## config.mk

```make
export PLATFORM = sky130hd
export DESIGN_NAME = qspi_flash_responder
export DESIGN_NICKNAME = d
export VERILOG_FILES = /design/src/rtl/qspi_flash_responder.sv
export SDC_FILE = /design/constraint.sdc
export NUM_CORES = 1
export LEC_CHECK = 0
export CAP_MARGIN = 20
export CORE_AREA = 2 2 100 102
export CTS_CLUSTER_DIAMETER = 100
export DETAILED_ROUTE_END_ITERATION = 10
export DIE_AREA = 0 0 102 104
export MAX_ROUTING_LAYER = met4
export PLACE_DENSITY = 0.79
export SLEW_MARGIN = 10
export SYNTH_ARGS = -nofsm -noshare
export SYNTH_HDL_FRONTEND = slang
export SYNTH_SLANG_ARGS = --single-unit
```

## constraint.sdc

```tcl
create_clock -name clk_i -period 3 [get_ports clk_i]
set_input_delay 0.6 -clock clk_i [delete_from_list [all_inputs] [get_ports clk_i]]
set_output_delay 0.6 -clock clk_i [all_outputs]
set_load 0.05 [all_outputs]
```

## src/rtl/qspi_flash_responder.sv

```systemverilog
// qspi_flash_responder: read-only W25Q-style QSPI flash target (0x03/0x6B/0x9F).
// Define QSPI_RESP_QIO_EN to also accept 0xEB (quad I/O fast read).
module qspi_flash_responder #(
  parameter int          ADDR_W   = 24,
  parameter int          DUMMY_6B = 8,
  parameter logic [23:0] JEDEC_ID = 24'hEF4018
) (
  input  logic              clk_i,
  input  logic              rst_i,
  input  logic              qspi_ck_i,
  input  logic              qspi_cs_i,
  input  logic [3:0]        qspi_io_i,
  output logic [3:0]        qspi_io_o,
  output logic [3:0]        qspi_io_oe_o,
  output logic [ADDR_W-1:0] mem_addr_o,
  output logic              mem_rd_o,
  input  logic [7:0]        mem_rdata_i,
  output logic              busy_o,
  output logic              cmd_err_o
);

  typedef enum logic [2:0] {
    S_IDLE, S_CMD, S_ADDR, S_DUMMY, S_DATA, S_IGN
  } state_t;

  localparam logic [4:0] DLAST = 5'(DUMMY_6B - 1);

  state_t              r_state, w_next;
  logic [2:0]          r_ck_s;
  logic [1:0]          r_cs_s;
  logic [3:0]          r_io_s0, r_io_s1;
  logic [22:0]         r_sh;
  logic [4:0]          r_cnt;
  logic [2:0]          r_bpos;
  logic [1:0]          r_idx;
  logic                r_quad, r_qio, r_id;
  logic [ADDR_W-1:0]   r_addr;
  logic                r_rd, r_rd_d, r_err;
  logic [7:0]          r_pre, r_byte;
  logic [3:0]          r_io;

  logic                w_csn, w_rise, w_fall;
  logic [7:0]          w_cmd;
  logic                w_cmd_ok, w_cmd_quad, w_cmd_qio, w_cmd_id;
  logic [23:0]         w_ashift;
  logic                w_alast, w_dlast, w_blast;
  logic [7:0]          w_id, w_src, w_cur;
  logic                w_bit;
  logic [3:0]          w_nib;

  assign w_csn    = r_cs_s[1];
  assign w_rise   = r_ck_s[1] & ~r_ck_s[2] & ~w_csn;
  assign w_fall   = ~r_ck_s[1] & r_ck_s[2] & ~w_csn;
  assign w_cmd    = {r_sh[6:0], r_io_s1[0]};
  assign w_ashift = r_qio ? {r_sh[19:0], r_io_s1}
                          : {r_sh, r_io_s1[0]};
  assign w_alast  = r_cnt == (r_qio ? 5'd5 : 5'd23);
  assign w_dlast  = r_cnt == (r_qio ? 5'd5 : DLAST);
  assign w_blast  = r_quad ? (r_bpos == 3'd1) : (r_bpos == 3'd7);
  assign w_src    = r_id ? w_id : r_pre;
  assign w_cur    = (r_bpos == 3'd0) ? w_src : r_byte;
  assign w_bit    = w_cur[3'd7 - r_bpos];
  assign w_nib    = r_bpos[0] ? w_cur[3:0] : w_cur[7:4];

  // Pad drivers are cut as soon as synced CSn rises, ahead of the FSM.
  assign qspi_io_o    = r_io;
  assign qspi_io_oe_o = (r_state == S_DATA && !w_csn)
                      ? (r_quad ? 4'b1111 : 4'b0010) : 4'b0000;
  assign busy_o       = !w_csn && (r_state == S_CMD ||
                        r_state == S_ADDR || r_state == S_DUMMY ||
                        r_state == S_DATA);
  assign mem_addr_o   = r_addr;
  assign mem_rd_o     = r_rd;
  assign cmd_err_o    = r_err;

  // Pin synchronisers; third ck flop feeds the edge detectors.
  always_ff @(posedge clk_i or posedge rst_i) begin
    if (rst_i) begin
      r_ck_s  <= 3'b000;
      r_cs_s  <= 2'b11;
      r_io_s0 <= 4'h0;
      r_io_s1 <= 4'h0;
    end else begin
      r_ck_s  <= {r_ck_s[1:0], qspi_ck_i};
      r_cs_s  <= {r_cs_s[0], qspi_cs_i};
      r_io_s0 <= qspi_io_i;
      r_io_s1 <= r_io_s0;
    end
  end

  // Opcode decode of the byte completing on this rise.
  always_comb begin
    w_cmd_ok   = 1'b0;
    w_cmd_quad = 1'b0;
    w_cmd_qio  = 1'b0;
    w_cmd_id   = 1'b0;
    case (w_cmd)
      8'h03: w_cmd_ok = 1'b1;
      8'h6B: begin
        w_cmd_ok   = 1'b1;
        w_cmd_quad = 1'b1;
      end
      8'h9F: begin
        w_cmd_ok = 1'b1;
        w_cmd_id = 1'b1;
      end
`ifdef QSPI_RESP_QIO_EN
      8'hEB: begin
        w_cmd_ok   = 1'b1;
        w_cmd_quad = 1'b1;
        w_cmd_qio  = 1'b1;
      end
`endif
      default: ;
    endcase
  end

  // JEDEC ID byte selector; zeros after the three ID bytes.
  always_comb begin
    unique case (r_idx)
      2'd0:    w_id = JEDEC_ID[23:16];
      2'd1:    w_id = JEDEC_ID[15:8];
      2'd2:    w_id = JEDEC_ID[7:0];
      default: w_id = 8'h00;
    endcase
  end

  // Next-state logic; CSn high forces IDLE from anywhere.
  always_comb begin
    w_next = r_state;
    if (w_csn) begin
      w_next = S_IDLE;
    end else begin
      unique case (r_state)
        S_IDLE:  w_next = S_CMD;
        S_CMD:
          if (w_rise && r_cnt == 5'd7)
            w_next = !w_cmd_ok ? S_IGN
                   : w_cmd_id ? S_DATA : S_ADDR;
        S_ADDR:
          if (w_rise && w_alast)
            w_next = r_quad ? S_DUMMY : S_DATA;
        S_DUMMY:
          if (w_rise && w_dlast) w_next = S_DATA;
        default: ;
      endcase
    end
  end

  // State register.
  always_ff @(posedge clk_i or posedge rst_i) begin
    if (rst_i) r_state <= S_IDLE;
    else       r_state <= w_next;
  end

  // Shifters, counters, memory prefetch and output bit placement.
  always_ff @(posedge clk_i or posedge rst_i) begin
    if (rst_i) begin
      r_sh   <= '0;
      r_cnt  <= '0;
      r_bpos <= '0;
      r_idx  <= '0;
      r_quad <= 1'b0;
      r_qio  <= 1'b0;
      r_id   <= 1'b0;
      r_addr <= '0;
      r_rd   <= 1'b0;
      r_rd_d <= 1'b0;
      r_err  <= 1'b0;
      r_pre  <= '0;
      r_byte <= '0;
      r_io   <= '0;
    end else begin
      r_rd   <= 1'b0;
      r_err  <= 1'b0;
      r_rd_d <= r_rd;
      if (r_rd_d) r_pre <= mem_rdata_i;
      if (w_csn || r_state == S_IDLE) begin
        r_cnt  <= '0;
        r_bpos <= '0;
        r_idx  <= '0;
        r_io   <= '0;
      end else begin
        unique case (r_state)
          S_CMD:
            if (w_rise) begin
              r_sh  <= {r_sh[21:0], r_io_s1[0]};
              r_cnt <= r_cnt + 5'd1;
              if (r_cnt == 5'd7) begin
                r_cnt  <= '0;
                r_quad <= w_cmd_quad;
                r_qio  <= w_cmd_qio;
                r_id   <= w_cmd_id;
                r_err  <= ~w_cmd_ok;
              end
            end
          S_ADDR:
            if (w_rise) begin
              r_sh  <= w_ashift[22:0];
              r_cnt <= r_cnt + 5'd1;
              if (w_alast) begin
                r_cnt  <= '0;
                r_addr <= w_ashift[ADDR_W-1:0];
                r_rd   <= 1'b1;
              end
            end
          S_DUMMY:
            if (w_rise) begin
              r_cnt <= w_dlast ? 5'd0 : r_cnt + 5'd1;
            end
          S_DATA:
            if (w_fall) begin
              r_io <= r_quad ? w_nib : {2'b00, w_bit, 1'b0};
              if (r_bpos == 3'd0) r_byte <= w_src;
              if (w_blast) begin
                r_bpos <= '0;
                if (r_id) begin
                  if (r_idx != 2'd3) r_idx <= r_idx + 2'd1;
                end else begin
                  r_addr <= r_addr + ADDR_W'(1);
                  r_rd   <= 1'b1;
                end
              end else begin
                r_bpos <= r_bpos + 3'd1;
              end
            end
          default: ;
        endcase
      end
    end
  end

endmodule

```

Yosys cells after proc, flatten, opt, wreduce, memory -nomap -nowiden. Cells that the tools add are included.

$add $sub $neg: 5. Multipliers: 0. Divide/modulo/power cells: 0. Order comparisons: 1. Eq/ne operators: 26. Shifts and indexed selects: 0. Multiplexer cells: 59. Bitwise operators: 9. Reductions and logical operators: 32.

Operators by type and width (count): $mux 24 (5); $pmux 24 s2 (1); $mux 23 (2); $mux 3 (11); $mux 4 (7); $mux 5 (5); $add 24x1->24 const B (1); $pmux 8 s3 (1); $ne 3x2->1 const B (6); $mux 8 (2); $reduce_and 4->1 (4); $mux 1 (15); $ne 2x2->1 const B (7); $reduce_bool 2->1 (7); $mux 2 (6); $pmux 3 s4 (1); $pmux 5 s2 (1); $eq 8x2->1 const B (1); $eq 8x7->1 const B (1); $eq 8x8->1 const B (1); $reduce_and 7->1 (1); $eq 3x1->1 const B (2); $eq 3x2->1 const B (2); $eq 3x3->1 const B (2); 25 further kinds (40).

Register bits: 92. Latch bits: 0. Memory bits (writable): 0. Bits in read-only memories: 0. Bits of input ports: 16. Logic and storage cells: 150. Memories kept: 0.

Depth between registers and ports, before layout. Gate-level depths: netlist of run 1.

Word-level depth: 10. Gate-level depth with buffers: 9. Mapped depth without buffers: 7.

Worst setup path after synthesis of run 1. No wires, ideal clock.

Kind: register -> output. Start point: register r_state[0]. End point: output qspi_io_oe_o[2]. Arrival: 2.633 ns. Required time: 2.400 ns. Path slack: -0.233 ns. Cell stages (with the launch flop): 6. Cells stage by stage: dfrtp_1 > or3b_1 > clkbuf_1 > clkbuf_1 > nor3_1 > buf_4.

Word-level cells in the longest chain between the ends: 3.

Ends and longest elaborated chain: from (decl) (line 28) `state_t r_state, w_next;`; from (signal assigned) (line 153) `else r_state <= w_next;`; $eq 3x3->1 (line 67) `assign qspi_io_oe_o = (r_state == S_DATA && !w_csn)`; $logic_and 1x1->1 (line 67); $mux 4 (line 68) `? (r_quad ? 4'b1111 : 4'b0010) : 4'b0000;`; to (decl) (line 14) `output logic [3:0] qspi_io_oe_o,`.

Every way passes these cells.

Worst setup path in the final report of run 1.
Start point: register r_state[0]. End point: output qspi_io_oe_o[3].

Same word-level chain as after synthesis.

==> results of run 1 <==
power by group through the flow:
| stage | registers, mW | logic (mW) | clock network, mW |
|---|---|---|---|
| 3_5_place_dp | 1.43 | 0.494 | 0 |
| 6_report | 1.41 | 0.498 | 0.949 |
| 3_3_place_gp | 1.43 | 0.475 | 0 |
| 4_1_cts | 1.41 | 0.498 | 0.964 |
| 5_1_grt | 1.43 | 0.562 | 1.01 |
| 2_1_floorplan | 1.39 | 0.400 | 0 |
routing by layer:
| metal | track usage | share of wire | up-vias |
|---|---|---|---|
| met2 | 0.3341 | 0.48 | 103 |
| li1 | - | - | 1832 |
| met1 | 0.2811 | 0.45 | 1897 |
| met4 | 0.08857 | 0.022 | 0 |
| met3 | 0.03159 | 0.044 | 20 |
| met5 | - | 0 | - |
area by class of cell:
class,instances,area (sq um)
fill,804,3939
multi-input combinational,342,2306
sequential,92,2305
timing repair buffer,56,550.5
tap,133,166.4
clock buffer,11,141.4
clock inverter,5,83.83
inverter,15,57.56
per-stage QoR:
step / power [mW] / instances / setup WS [ns] / instance area (sq um)
floorplan: 1.789 / 480 / 0.01135 / 4798
global placement: 1.904 / 638 / 0.5932 / 5385
detailed placement: 1.926 / 638 / 0.5281 / 5385
CTS: 2.870 / 654 / 0.3892 / 5610
global route: 3.002 / 654 / 0.3003 / 5610
finish: 2.858 / 654 / 0.4156 / 5610
worst reg2reg max path: stages (launching register included):
cell and delay [ns]:
dfrtp_1 0.51, inv_1 0.24, ha_1 0.24, nor2b_1 0.53
o311ai_0 0.33, a21oi_1 0.20, o41ai_1 0.09, o31ai_1 0.28
logic make-up (layout without fill, tap and decap cells):
kind of cell	count (synthesis)	in the layout	synth area share
flops	92	92	0.4808
compound gates	137	137	0.1812
xor+xnor	4	4	0.007308
simple gates	142	142	0.1498
buf+inv	46	87	0.04202
mux	47	47	0.1075
fa+ha+maj	12	12	0.03132
cell usage after synthesis, drive strengths merged, types with 4 or more instances:
| cell type | n |
|---|---|
| clkbuf | 22 |
| inv | 15 |
| xor2 | 4 |
| nor2 | 28 |
| o31ai | 9 |
| nor3 | 12 |
| o22ai | 10 |
| buf | 9 |
| mux2 | 36 |
| nand4 | 6 |
| o41ai | 7 |
| nand2 | 40 |
| ha | 12 |
| or2 | 7 |
| nand3 | 17 |
| o21ai | 26 |
| a21oi | 59 |
| and2 | 4 |
| mux2i | 11 |
| dfrtp | 90 |
| or3 | 4 |
worst paths after layout:
path / endpoint / start / slack [ns] / depth (start not counted)
setup / recovery: qspi_io_oe_o[3] / r_state[0] / 0.42 / 4
hold / removal: r_ck_s[1] / r_ck_s[0] / 0.35 / 0
setup reg to reg: qspi_io_o[1] / r_bpos[0] / 0.50 / 7
hold reg to reg: r_ck_s[1] / r_ck_s[0] / 0.35 / 0
max in group asynchronous: r_cs_s[1] / rst_i / 1.81 / 3
min in group asynchronous: mem_addr_o[20] / rst_i / 0.55 / 2
flip-flops by register name, summed over array words and instances (netlist names), 3 cells and up:
| name | count |
|---|---|
| r_byte | 8 |
| r_bpos | 3 |
| r_sh | 23 |
| r_cnt | 5 |
| qspi_io_o | 4 |
| r_pre | 8 |
| r_state | 3 |
| r_ck_s | 3 |
| mem_addr_o | 24 |
==> metrics.txt, run 1 <==
syn_area_per_cell=9.986 sq um; Period minus WS final=2.584 ns; post-synthesis sequential area ratio=0.4808; critical path startpoint category=flip-flop; switching share of total power=0.2947; P_leak=2.377 nW; critical-path cell list=or3b_1 > buf_4 > nor3_2 > buf_4; Logic pwr share=0.174; post-DR wirelength/cell=15.96 um; clock network power share=0.332; DIE WIDTH=102 um; Synth Cell Area=4793 sq um; routability congestion estimate=0.8701; most common cell after layout, fill and taps aside=dfrtp_1; Slowest-stage cell, CP=dfrtp_1; Worst-Margin Slew=0.6868 ns; ranking of synthesized cells by area=dfrtp_1, mux2_2, a21oi_1; final antenna-violating net count=0; Core Util, Final=0.5875; Worst Setup End Kind=primary output; Switch Pwr=0.8422 mW; Main synth FF type=dfrtp_1; total number of vias=3,852; grt total ovfl=0; core area=9549 sq um; Crit Path Class=flip-flop to primary output; First-pass DRT Iterations=6; Most Frequent Cell on Critical Path=buf_4; 1st-iter DRT viols=186; IO Port Bufs=47; setup_tns=0 ns; period utilisation layout=0.8615; dpl hpwl=7152 um; Min Hold Slack=0.3537 ns; I/O pin cnt=51; antenna violations before repair=0; final WL=10,440 um; synth warn=0; PwrDens=509.3 nW/um^2; Final nets=544; number of synthesized flops with an enable pin=0; IR drop worst, VDD=0.2713 mV; P&R area growth vs syn=17.05%; Worst-path clk slew=0.09 ns; Slew Viols, Final=0; status=completed; Post-synth ARST share=1.000; number of global-route vias before repair=3,646; # hold bufs at CTS=0; total CTS buffers=9; first-pass GRT wire length=17,800 um; CP required=2.40 ns; RSZ-0062 raised after global routing=false; clock skew=0.01346 ns; Site Rows=36; largest area contributor in the netlist=dfrtp_1; pin count of the biggest net entering global routing=55; post-synth top area share=0.4699; count of final setup violators=0; syn nets=508; Initial Util=0.5020; P_int=2.015 mW; commonest non-fill, non-tap cells in the layout=dfrtp_1, a21oi_1, clkdlybuf4s50_1; part of the power in registers=0.494; endpoints failing hold=0; layout cell share with drive strength beyond 1=0.1612; Yosys reg bits=92; worst hold path type=flip-flop to flip-flop; CP delay by family, top=simple AND/OR/NAND/NOR gates; ant diodes=0; DRC=0; max cap viols=0; Setup Fix Bufs, Post-CTS=0; Crit path largest cell delay=0.52 ns; clk sink count=92; Root Driver=clkbuf_8; synth unique cells=63; Worst slew margin=0.5303; worst-path fanout max=15; Clock Path Buffers=2; post-CTS sizing=0; CTS tree=built; Max Freq=386.9 MHz; worst skew pair latency=0.37 ns; H-Tree Depth=3; cells after synthesis=480; CP bufs+invs=2; gr usage total=0.2147; Die Ht=104 um; Via density=5.890; CP arrival=1.98 ns; Die Area=10,610 sq um
Note: power is estimated with default switching activity, not from simulation.
==> run 2: changes to the inputs <==
--- a/config.mk
+++ b/config.mk
@@ -6,12 +6,13 @@
 export NUM_CORES = 1
 export LEC_CHECK = 0
 export CAP_MARGIN = 20
-export CORE_AREA = 2 2 100 102
+export CORE_AREA = 2 2 99 101
+export CTS_BUF_LIST = sky130_fd_sc_hd__clkbuf_8
 export CTS_CLUSTER_DIAMETER = 100
 export DETAILED_ROUTE_END_ITERATION = 10
-export DIE_AREA = 0 0 102 104
+export DIE_AREA = 0 0 101 103
 export MAX_ROUTING_LAYER = met4
-export PLACE_DENSITY = 0.79
+export PLACE_DENSITY = 0.81
 export SLEW_MARGIN = 10
 export SYNTH_ARGS = -nofsm -noshare
 export SYNTH_HDL_FRONTEND = slang
==> metrics.txt, run 2 (synthesis gave the netlist of run 1 again) <==
status=completed; pre-CTS setup slack=0.5862 ns (+0.05802 ns); Min Hold Slack=0.3601 ns (+0.006400 ns); pin count of the biggest net entering global routing=55 (unchanged); Hold Startpoint=r_io_s0[0]; commonest non-fill, non-tap cells in the layout=dfrtp_1, a21oi_1, clkdlybuf4s50_1; Die Ht=103 um (-0.96%); setup_tns=0 ns (unchanged); RSZ-0062 raised after global routing=false; clock skew=0.01199 ns (-0.001464 ns); worst skew pair latency=0.37 ns (about the same); critical path startpoint category=flip-flop; Worst slew margin=0.5815 (+0.05124); Crit Path Class=flip-flop to primary output; dpl hpwl=7352 um (+2.8%); count of final setup violators=0 (unchanged); layout cell share with drive strength beyond 1=0.1599 (-0.001305); clk sink count=92 (unchanged); grt total ovfl=0 (unchanged); endpoints failing hold=0 (unchanged); CTS tree=built; Slew Viols, Final=0 (unchanged); # hold bufs at CTS=0 (unchanged); gr usage total=0.2213 (+0.006594); Max Freq=374.4 MHz (-3.2%); P_leak=2.368 nW (-0.40%); worst-path fanout max=15 (unchanged); Clock Path Buffers=2 (unchanged); post-CTS sizing=0 (unchanged); part of the power in registers=0.498 (+0.004); First-pass DRT Iterations=4 (-2); CP startpoint=r_state[0]; P_int=1.981 mW (-1.7%); first-pass GRT wire length=17,640 um (-0.85%); DIE WIDTH=101 um (-0.98%); PwrDens=509.5 nW/um^2 (about the same); clock network power share=0.325 (-0.007); Logic pwr share=0.177 (+0.003); Die Area=10,400 sq um (-1.9%); Period minus WS final=2.671 ns (+0.08627 ns); CP required=2.40 ns (about the same); Setup WS post-layout=0.3293 ns (-0.08627 ns); switching share of total power=0.2993 (+0.004556); final WL=10,830 um (+3.8%); DRC=0 (unchanged); Worst-path clk slew=0.08 ns (about the same); H-Tree Depth=3 (unchanged); P&R area growth vs syn=15.77%; Switch Pwr=0.8461 mW (+0.46%); ant diodes=0 (unchanged); reg2reg start=r_bpos[0]; Initial Util=0.5067 (+0.004781); Worst-Margin Slew=0.6277 ns (-0.05910 ns); max cap viols=0 (unchanged); final antenna-violating net count=0 (unchanged); period utilisation layout=0.8902 (+0.02876); IO Port Bufs=47 (unchanged); Root Driver=clkbuf_8; antenna violations before repair=0 (unchanged); routability congestion estimate=0.8698 (about the same); reg2reg path depth=7 (unchanged); worst hold path type=flip-flop to flip-flop; Core Util, Final=0.5866 (-0.0008860); end point of the critical path=qspi_io_oe_o[2]; CP arrival=2.07 ns (+0.09 ns); Via density=6.092 (+3.4%); IR drop worst, VDD=0.2308 mV (-15%); total CTS buffers=9 (unchanged); I/O pin cnt=51 (unchanged); Largest register FFs=24 (unchanged); Final nets=542 (-0.37%); number of global-route vias before repair=3,664 (+0.49%); FF-to-FF setup slack=0.55 ns (+0.05 ns); FF-to-FF End=qspi_io_o[1]; most common cell after layout, fill and taps aside=dfrtp_1; Site Rows=36 (unchanged); core area=9459 sq um (-0.94%); Final Power=2.827 mW (-1.1%); Worst Setup End Kind=primary output; 1st-iter DRT viols=169 (-9.1%); Setup Fix Bufs, Post-CTS=0 (unchanged); total number of vias=3,856 (+0.10%); post-DR wirelength/cell=17.11 um (+7.2%)
[run 2: area by class of cell]
class | instances | area, sq um
clock inverters | 7 | 91.34
flip-flops and latches | 92 | 2305
multi-input cells | 342 | 2306
repair buffers | 54 | 523.0
clock buffers | 9 | 123.9
well taps | 114 | 142.6
inverters | 15 | 57.56
fillers | 801 | 3910
[run 2: through the flow]
stage / cells / cell area [sq um]
2_1_floorplan: 480 / 4798
3_5_place_dp: 617 / 5334
4_1_cts: 633 / 5549
3_3_place_gp: 617 / 5334
6_report: 633 / 5549
5_1_grt: 633 / 5549
[run 2: worst min path at each step]
stage / depth (start not counted) / endpoint
floorplan: 0 / r_ck_s[1]
global placement: 0 / r_io_s1[0]
detailed placement: 0 / r_io_s1[0]
CTS: 0 / r_io_s1[0]
global route: 0 / r_cs_s[1]
finish: 0 / r_io_s1[0]
[run 2: routing by layer]
| metal | wire length, um | part of all wire | GRT usage | vias up |
|---|---|---|---|---|
| met2 | 5340 | 0.49 | 0.3462 | 102 |
| met4 | 209 | 0.019 | 0.08732 | 0 |
| met1 | 4838 | 0.45 | 0.2897 | 1912 |
| met5 | 0 | 0 | - | - |
| li1 | - | - | - | 1820 |
| met3 | 444 | 0.041 | 0.03797 | 22 |
[run 2: power groups by stage]
stage / Combinational (mW) / Sequential (mW) / Clock [mW]
after floorplan: 0.400 / 1.39 / 0
after global placement: 0.469 / 1.43 / 0
after detailed placement: 0.487 / 1.43 / 0
after CTS: 0.497 / 1.41 / 0.932
after global routing: 0.556 / 1.42 / 0.985
final: 0.499 / 1.41 / 0.919
[run 2: critical path: stages (launching register included)]
cell     delay (ns)
dfrtp_1        0.52
or3b_1         0.44
buf_4          0.21
nor3_2         0.27
buf_4          0.27
==> run 3: changes to the inputs <==
--- a/config.mk
+++ b/config.mk
@@ -11,8 +11,10 @@
 export CTS_CLUSTER_DIAMETER = 100
 export DETAILED_ROUTE_END_ITERATION = 10
 export DIE_AREA = 0 0 101 103
+export GPL_TIMING_DRIVEN = 0
 export MAX_ROUTING_LAYER = met4
 export PLACE_DENSITY = 0.81
+export SKIP_CTS_REPAIR_TIMING = 1
 export SLEW_MARGIN = 10
 export SYNTH_ARGS = -nofsm -noshare
 export SYNTH_HDL_FRONTEND = slang
==> metrics.txt, run 3 (synthesis gave the netlist of run 1 again) <==
worst-path fanout max=10 (-5); Slew Viols, Final=0 (unchanged); P_int=2.074 mW (+4.7%); P&R area growth vs syn=18.72%; Site Rows=36 (unchanged); CTS tree=built; critical path startpoint category=flip-flop; pre-CTS setup slack=-0.3504 ns (-0.9365 ns); Crit Path Class=flip-flop to primary output; layout cell share with drive strength beyond 1=0.1615 (+0.001545); gr usage total=0.2365 (+0.01513); CP delay by family, top=buffers and inverters; P_leak=2.456 nW (+3.7%); H-Tree Depth=3 (unchanged); pin count of the biggest net entering global routing=64 (+16%); Max Freq=344.0 MHz (-8.1%); switching share of total power=0.2945 (-0.004804); ant diodes=0 (unchanged); total CTS buffers=9 (unchanged); dpl hpwl=8012 um (+9.0%); Slowest-stage cell, CP=dfrtp_1; Clock Path Buffers=2 (unchanged); Root Driver=clkbuf_8; IO Port Bufs=47 (unchanged); Initial Util=0.5067 (unchanged); worst hold path type=flip-flop to flip-flop; grt total ovfl=0 (unchanged); setup_tns=0 ns (unchanged); PwrDens=516.5 nW/um^2 (+1.4%); Worst-path clk slew=0.08 ns (about the same); endpoints failing hold=0 (unchanged); commonest non-fill, non-tap cells in the layout=dfrtp_1, a21oi_1, clkdlybuf4s50_1; Worst slew margin=0.5259 (-0.05559); Via density=6.187 (+1.6%); First-pass DRT Iterations=6 (+2); CP arrival=2.31 ns (+0.24 ns); number of global-route vias before repair=3,906 (+6.6%); CP bufs+invs=4 (+2); Period minus WS final=2.907 ns (+0.2362 ns); final WL=11,670 um (+7.7%); part of the power in registers=0.473 (-0.025); post-DR wirelength/cell=17.70 um (+3.5%); period utilisation layout=0.9690 (+0.07873); clock network power share=0.338 (+0.013); post-route insts no fill=659 (+4.1%); antenna violations before repair=0 (unchanged); core area=9459 sq um (unchanged); DIE WIDTH=101 um (unchanged); Worst-Margin Slew=0.7111 ns (+0.08338 ns); area of the multi-input gates=2310 sq um (+0.16%); Most Frequent Cell on Critical Path=clkbuf_2; IR drop worst, VDD=0.2567 mV (+11%); Largest register FFs=24 (unchanged); Reg area=2305 sq um (unchanged); Logic pwr share=0.189 (+0.012); Die Area=10,400 sq um (unchanged); final antenna-violating net count=0 (unchanged); I/O pin cnt=51 (unchanged); clk sink count=92 (unchanged); max cap viols=0 (unchanged); Placed Cells=643 (+4.2%); Final nets=568 (+4.8%); 1st-iter DRT viols=335 (+98%); Worst Setup End Kind=primary output; Crit path largest cell delay=0.42 ns (-0.10 ns); Setup WS post-layout=0.09314 ns (-0.2362 ns); critical-path cell list=or3b_1 > clkbuf_1 > clkbuf_2 > nor3_4 > buf_4 > clkbuf_2; total number of vias=4,077 (+5.7%); status=completed; first-pass GRT wire length=18,820 um (+6.6%); Die Ht=103 um (unchanged); DRC=0 (unchanged); worst skew pair latency=0.37 ns (about the same); count of final setup violators=0 (unchanged); clock skew=0.01270 ns (+0.0007063 ns); most common cell after layout, fill and taps aside=dfrtp_1; Switch Pwr=0.8656 mW (+2.3%); CP required=2.40 ns (about the same); routability congestion estimate=0.9139 (+5.1%); filler instances=776 (-3.1%)
run 3: changes by cell type in the layout (fill, tap and decap cells not counted), sizes merged:
cell	delta
buf	-1
bufinv	+1
clkbuf	+26
clkinv	-3
clkinvlp	+1
dlymetal6s2s	+1
inv	+1
run 3: cell type report:
class | count | area share
Tap cell | 114 | 0.02507
Clock inverter | 7 | 0.02023
Timing Repair Buffer | 49 | 0.08575
Clock buffer | 9 | 0.02177
Multi-Input combinational cell | 342 | 0.4059
Sequential cell | 92 | 0.4050
Inverter | 15 | 0.01033
Buffer | 31 | 0.02595
run 3: per-layer routing:
layer	GRT usage	vias to the layer above	share of wire
met5	-	-	0
met4	0.08004	0	0.015
met3	0.04814	23	0.064
met2	0.3600	182	0.48
met1	0.3188	2004	0.44
li1	-	1868	-
run 3: worst register-to-register path, stage by stage (launching register included):
cell and delay (ns):
dfrtp_1 0.42, or3b_1 0.37, clkbuf_1 0.20, or3_4 0.43, buf_6 0.15, o31ai_4 0.53, buf_6 0.24, nor2_1 0.05
a21oi_1 0.14
run 3: power by group through the flow:
stage                     registers [mW]  clock network, mW  logic (mW)
after global routing                1.40               1.06       0.613
after detailed placement            1.41                  0       0.539
final                               1.39              0.995       0.555
after CTS                           1.39               1.00       0.543
after global placement              1.40                  0       0.509
after floorplan                     1.39                  0       0.400
run 3: final timing paths:
| path | cells past startpoint | start | slack (ns) | endpoint |
|---|---|---|---|---|
| min in group asynchronous | 2 | rst_i | 0.57 | mem_addr_o[18] |
| worst max register to register | 8 | r_state[0] | 0.39 | mem_addr_o[1] |
| worst min-delay path | 0 | r_io_s0[0] | 0.35 | r_io_s1[0] |
| worst min register to register | 0 | r_io_s0[0] | 0.35 | r_io_s1[0] |
| worst max-delay path | 6 | r_state[0] | 0.09 | qspi_io_oe_o[2] |
| max in group asynchronous | 3 | rst_i | 1.74 | r_cs_s[1] |
run 3: stage by stage:
step                power [mW]  instance area (sq um)  utilization  hold slack, ns
global placement         1.914                   5411       0.5721          0.3333
CTS                      2.935                   5688       0.6013          0.3537
floorplan                1.789                   4798            -          0.3312
finish                   2.939                   5690       0.6016          0.3534
global route             3.075                   5690       0.6016          0.3695
detailed placement       1.951                   5449       0.5761          0.3347
